### config.mk
export PLATFORM = sky130hd
export DESIGN_NAME = fifo_rr_arbiter
export DESIGN_NICKNAME = d
export VERILOG_FILES = /design/src/rtl/fifo_rr_arbiter.sv
export SDC_FILE = /design/constraint.sdc
export NUM_CORES = 1
export LEC_CHECK = 0
export CORE_MARGIN = 3
export CORE_UTILIZATION = 45
export DETAILED_ROUTE_END_ITERATION = 8
export PLACE_DENSITY = 0.75
export SYNTH_ARGS = -nofsm -noshare
export SYNTH_HDL_FRONTEND = slang
export SYNTH_SLANG_ARGS = --single-unit
### constraint.sdc
create_clock -name clk -period 7.1 [get_ports clk]
set_clock_uncertainty 0.15 [all_clocks]
set_input_delay 0.71 -clock clk [delete_from_list [all_inputs] [get_ports clk]]
set_output_delay 0.71 -clock clk [all_outputs]
set_load 0.01 [all_outputs]
### src/rtl/fifo_rr_arbiter.sv
// fifo_rr_arbiter: round-robin drain of four source FIFOs into four destination FIFOs with backpressure
module fifo_rr_arbiter #(
   parameter int DATA_WIDTH = 6,
   parameter int CNT_WIDTH  = 5
) (
   input  logic                    clk,
   input  logic                    reset_L,
   input  logic [3:0]              src_empty,
   input  logic [4*DATA_WIDTH-1:0] src_data,
   input  logic [3:0]              dst_pause,
   input  logic [3:0]              dst_full,
   input  logic [1:0]              cnt_sel,
   output logic [3:0]              pop,
   output logic [3:0]              push,
   output logic [DATA_WIDTH-1:0]   data_out,
   output logic [1:0]              state,
   output logic                    idle,
   output logic [CNT_WIDTH-1:0]    cnt_out
);
   typedef enum logic [1:0] {RESET = 2'd0, INIT = 2'd1, IDLE = 2'd2, ACTIVE = 2'd3} state_t;
   state_t st, st_nxt;
   logic [DATA_WIDTH-1:0] word [4];
   logic [CNT_WIDTH-1:0] cnt [4];
   logic [3:0] elig;
   logic [1:0] rr_ptr, idx, win, win_dst;
   logic found;
   assign state = st;
   // a source whose pop is high still shows its old head, so it sits out one cycle
   for (genvar i = 0; i < 4; i++) begin : g_src
      assign word[i] = src_data[i*DATA_WIDTH +: DATA_WIDTH];
      assign elig[i] = st == ACTIVE && !src_empty[i] && !pop[i]
                       && !dst_pause[word[i][DATA_WIDTH-1 -: 2]] && !dst_full[word[i][DATA_WIDTH-1 -: 2]];
   end
   always_comb begin
      st_nxt = st == RESET ? INIT :
               st == INIT  ? IDLE :
               st == IDLE  ? (&src_empty ? IDLE : ACTIVE) :
                             ((&src_empty && pop == 4'b0) ? IDLE : ACTIVE);
      found = 1'b0;
      win = '0;
      idx = rr_ptr;
      for (int k = 0; k < 4; k++) begin
         idx = rr_ptr + 2'(k);
         if (!found && elig[idx]) begin
            found = 1'b1;
            win = idx;
         end
      end
      win_dst = word[win][DATA_WIDTH-1 -: 2];
   end
   always_ff @(posedge clk) begin
      if (!reset_L) begin
         st <= RESET;
         pop <= '0;
         push <= '0;
         data_out <= '0;
         idle <= 1'b0;
         cnt_out <= '0;
         rr_ptr <= '0;
         for (int j = 0; j < 4; j++) cnt[j] <= '0;
      end else begin
         st <= st_nxt;
         idle <= st_nxt == IDLE;
         cnt_out <= cnt[cnt_sel];
         pop <= found ? 4'b1 << win : 4'b0;
         push <= found ? 4'b1 << win_dst : 4'b0;
         if (found) begin
            data_out <= word[win];
            rr_ptr <= win + 2'd1;
            cnt[win_dst] <= cnt[win_dst] + 1'b1;
         end
      end
   end
endmodule

==> metrics.md <==
| Metric | Value |
|---|---|
| Status | finished clean |
| CTS Buffer Depth | 2 |
| Global routing usage on met1 | roughly 25% |
| Post-synthesis sequential area ratio | between 40% and 50% |
| Synthesis-to-layout area growth | 31.0% |
| Vias in the first global route | 1876 |
| H-Tree Depth | 2 |
| Routed WL per cell | ~16 um |
| Reg-to-reg slack, setup | 2.80 ns |
| Slowest cell on crit path | mux4_2 |
| Setup repair after global routing missed its margin | false |
| WP data required | 6.98 ns |
| R2R depth | 12 |
| Slew Limit Fails | 0 |
| Syn Nets | between 200 and 300 |
| Final Setup Violations | 0 |
| Post-CTS sizing | 0 |
| CP endpoint kind | flip-flop |
| Via density | roughly 5.4 |
| Effective utilization at floorplan | between 40% and 50% |
| Gate power share | a little under a fifth |
| DP Wirelength | 4.15 mm |
| ANT nets after route | 0 |
| RD Place Congestion | approximately 0.92 |
| Inserted Clock Buffers | 5 |
| Slew @ Worst Pin | between 0.8 and 0.9 ns |
| Max incr delay on CP | 0.81 ns |
| CTS sink count | between 40 and 50 |
| Peak supply drop | ~0.14 mV |
| Flops & latches, synth | 44 |
| Via count | around 1900 |
| Clock share of power | between 20% and 30% |
| CP dominant cell by count | mux4_2 |
| Overflow after GRT | 0 |
| Port bufs | 61 |
| Detailed-route DRC error count | 0 |
| Switching share of power | roughly a quarter |
| Filler instances | around 440 |
| Fmax | between 0.2 and 0.25 GHz |
| Share of cells above drive strength 1 | ~11% |
| Max-slew headroom | 40.9% |
| Max Cap Viol | 0 |
| GRT Resource Usage Total | 19.1% |
| Final Hold Viols | 0 |
| Ports | slightly above 60 |
| Non-filler cells, final | 344 |
| Gr busiest metal | met2 |
| Ant diodes | 0 |
| Final nets | 317 |
| Cell variety after synth | between 40 and 50 |
| Sw Pwr | ~0.00014 W |
| Row Count | 25 |
| Mapped Avg Cell Area | approximately 11 um^2 |
| Critical Path Sink | cnt[0][2] |
| Initial antenna violation count | 0 |
| Gate Count Post-Synth | roughly 220 |
| Commonest non-fill, non-tap cell in the layout | clkdlybuf4s50_1 |
| Die Wd | about 80 um |
| Core area | 4880 um^2 |
| Most frequent cells in the layout | clkdlybuf4s50_1, dfxtp_1, nor2_1, mux2i_1, edfxtp_1 |
| Clock root buffer | clkbuf_8 |
| Cell area after synthesis | about 2300 um^2 |
| Hold-fix buffers, CTS | 0 |
| Final WL | ~5.4 mm |
| Yosys warns | 0 |
| Worst Path Buf+Inv | 2 |
| PwrDens | roughly 180 nW/um^2 |
| R2R Path End | cnt[0][2] |
| Die H | a little under 80 um |
| Worst-skew pair later-pin latency | around 0.29 ns |
| GR Util met3 | 5.16% |
| Initial drt markers | 108 |
| Total internal power | a little over 0.0004 W |
| P_leak | around 1.1 nW |
| Worst Hold Class | reg -> reg |
| Critical Path Start | dst_pause[2] |
| Setup TNS | 0 ns |
| Post-CTS Setup Bufs | 0 |
| Final worst-path cycle share | around 66% |
| DIE AREA | ~6000 um^2 |
| Drt pass-1 iters | 5 |
| Sequential share of power | between 50 and 60% |
| Placed Cells | between 300 and 400 |
| Crit path max fanout | 15 |
| Final Core Density | 62.8% |
| Crit Path Class | in -> reg |
| CP Launch Type | input port |
| Met2 GRT Util | 31.3% |
| Tmin final | roughly 4.7 ns |
| Clock-pin slew on the worst setup and hold paths | around 0.08 ns |
| Critical path's top delay family | multiplexers |
| Worst-path cell chain | clkdlybuf4s50_1, nor2_1, mux4_2, nand3_1, a211oi_2, a211oi_4, mux4_2, mux2i_1, mux2_2, inv_1, ha_1, xnor2_1, nor3_1 |
| CTS tree | built |
| Largest net degree at the start of global routing | 22 |
| First-pass GRT wire length | ~9.2 mm |
| Critical Path Stages | 13 |
| Reg2Reg Launch Point | state[0] |
| Worst EP arrival | between 4 and 5 ns |
worst min-delay path by stage:
stage | startpoint | end | slack [ns] | depth (start not counted)
2_1_floorplan | data_out[4] | data_out[4] | 0.34 | 2
3_3_place_gp | data_out[4] | data_out[4] | 0.31 | 2
3_5_place_dp | data_out[4] | data_out[4] | 0.32 | 2
4_1_cts | data_out[4] | data_out[4] | 0.33 | 2
5_1_grt | data_out[4] | data_out[4] | 0.38 | 2
6_report | data_out[4] | data_out[4] | 0.33 | 2
flip-flops by register name, indices dropped and copies added (netlist names):
register / count
pop: 4
rr_ptr: 2
cnt: 20
data_out: 6
cnt_out: 5
state: 2
push: 4
idle: 1
power groups by stage:
stage	combinational, W	sequential (W)	clock, W
after CTS	0.000104	0.000282	0.000166
final	0.000104	0.000282	0.000160
after global placement	0.000103	0.000288	0
after global routing	0.000114	0.000284	0.000178
after floorplan	0.0000583	0.000289	0
after detailed placement	0.000104	0.000288	0
kinds of logic after synthesis:
| kind of cell | count (synthesis) | synth area share [%] |
|---|---|---|
| AO/OA/AOI/OAI | 38 | 11.2 |
| buffers and inverters | 19 | 4.12 |
| flip-flops | 44 | 46.2 |
| adder cells (fa/ha/maj) | 1 | 0.535 |
| AND/OR/NAND/NOR | 75 | 15.7 |
| multiplexers | 39 | 21.4 |
| XOR/XNOR | 2 | 0.749 |
metrics by stage:
stage	total power (W)	instance area (um^2)	setup WS [ns]	hold WS, ns
6_report	0.000546	3060	2.42	0.327
3_3_place_gp	0.000390	2970	2.24	0.311
2_1_floorplan	0.000347	2340	3.15	0.338
5_1_grt	0.000576	3060	2.09	0.375
3_5_place_dp	0.000392	2970	2.12	0.319
4_1_cts	0.000552	3060	2.44	0.334
tightest hold or removal path: stages (launching register included):
cell	delay [ns]
dfxtp_1	0.32
nand2_1	0.05
a21boi_0	0.07
layer usage:
| metal | routed length [um] | up-vias |
|---|---|---|
| met2 | 2690 | 70 |
| li1 | - | 909 |
| met3 | 318 | 6 |
| met1 | 2330 | 871 |
| met5 | 0 | - |
| met4 | 70 | 0 |
cells in the mapped netlist:
cell | instances | area, um^2
ha_1 | 1 | 12.5
a211o_1 | 2 | 17.5
a21oi_1 | 16 | 80.1
a211oi_2 | 2 | 25.0
o31ai_1 | 1 | 7.51
a22o_1 | 1 | 8.76
nor2b_1 | 5 | 31.3
a211oi_4 | 1 | 20.0
o41a_1 | 1 | 11.3
a21boi_0 | 1 | 7.51
buf_6 | 1 | 11.3
mux4_2 | 8 | 180
or4_4 | 1 | 11.3
or2_2 | 1 | 6.26
a211oi_1 | 3 | 22.5
or3_1 | 2 | 12.5
mux2_2 | 9 | 101
clkbuf_1 | 7 | 26.3
mux2i_1 | 22 | 220
xor2_1 | 1 | 8.76
edfxtp_1 | 20 | 601
clkinv_1 | 1 | 3.75
o21ai_0 | 6 | 30.0
inv_1 | 8 | 30.0
dfxtp_1 | 24 | 480
a21o_1 | 1 | 7.51
xnor2_1 | 1 | 8.76
o221ai_1 | 1 | 8.76
nand4_1 | 3 | 18.8
nand2_1 | 14 | 52.6
a31o_2 | 1 | 8.76
nor2_1 | 22 | 82.6
nand2b_1 | 2 | 12.5
nor4_1 | 1 | 6.26
buf_2 | 1 | 5.00
and2_1 | 10 | 62.6
buf_12 | 1 | 20.0
nor3_1 | 10 | 50.1
and3_1 | 1 | 6.26
nand3_1 | 3 | 15.0
o21a_1 | 1 | 7.51
area by class of cell:
class                   instances  area [um^2]  area share [%]
multi-input cells             155         1160            37.9
inverters                       9         33.8            1.10
clock inverters                 2         10.0           0.327
well taps                      67         83.8            2.74
clock buffers                   6         82.6            2.69
repair buffers                 61          611            19.9
flip-flops and latches         44         1080            35.3
No activity file was read; power rests on OpenSTA's default activity.
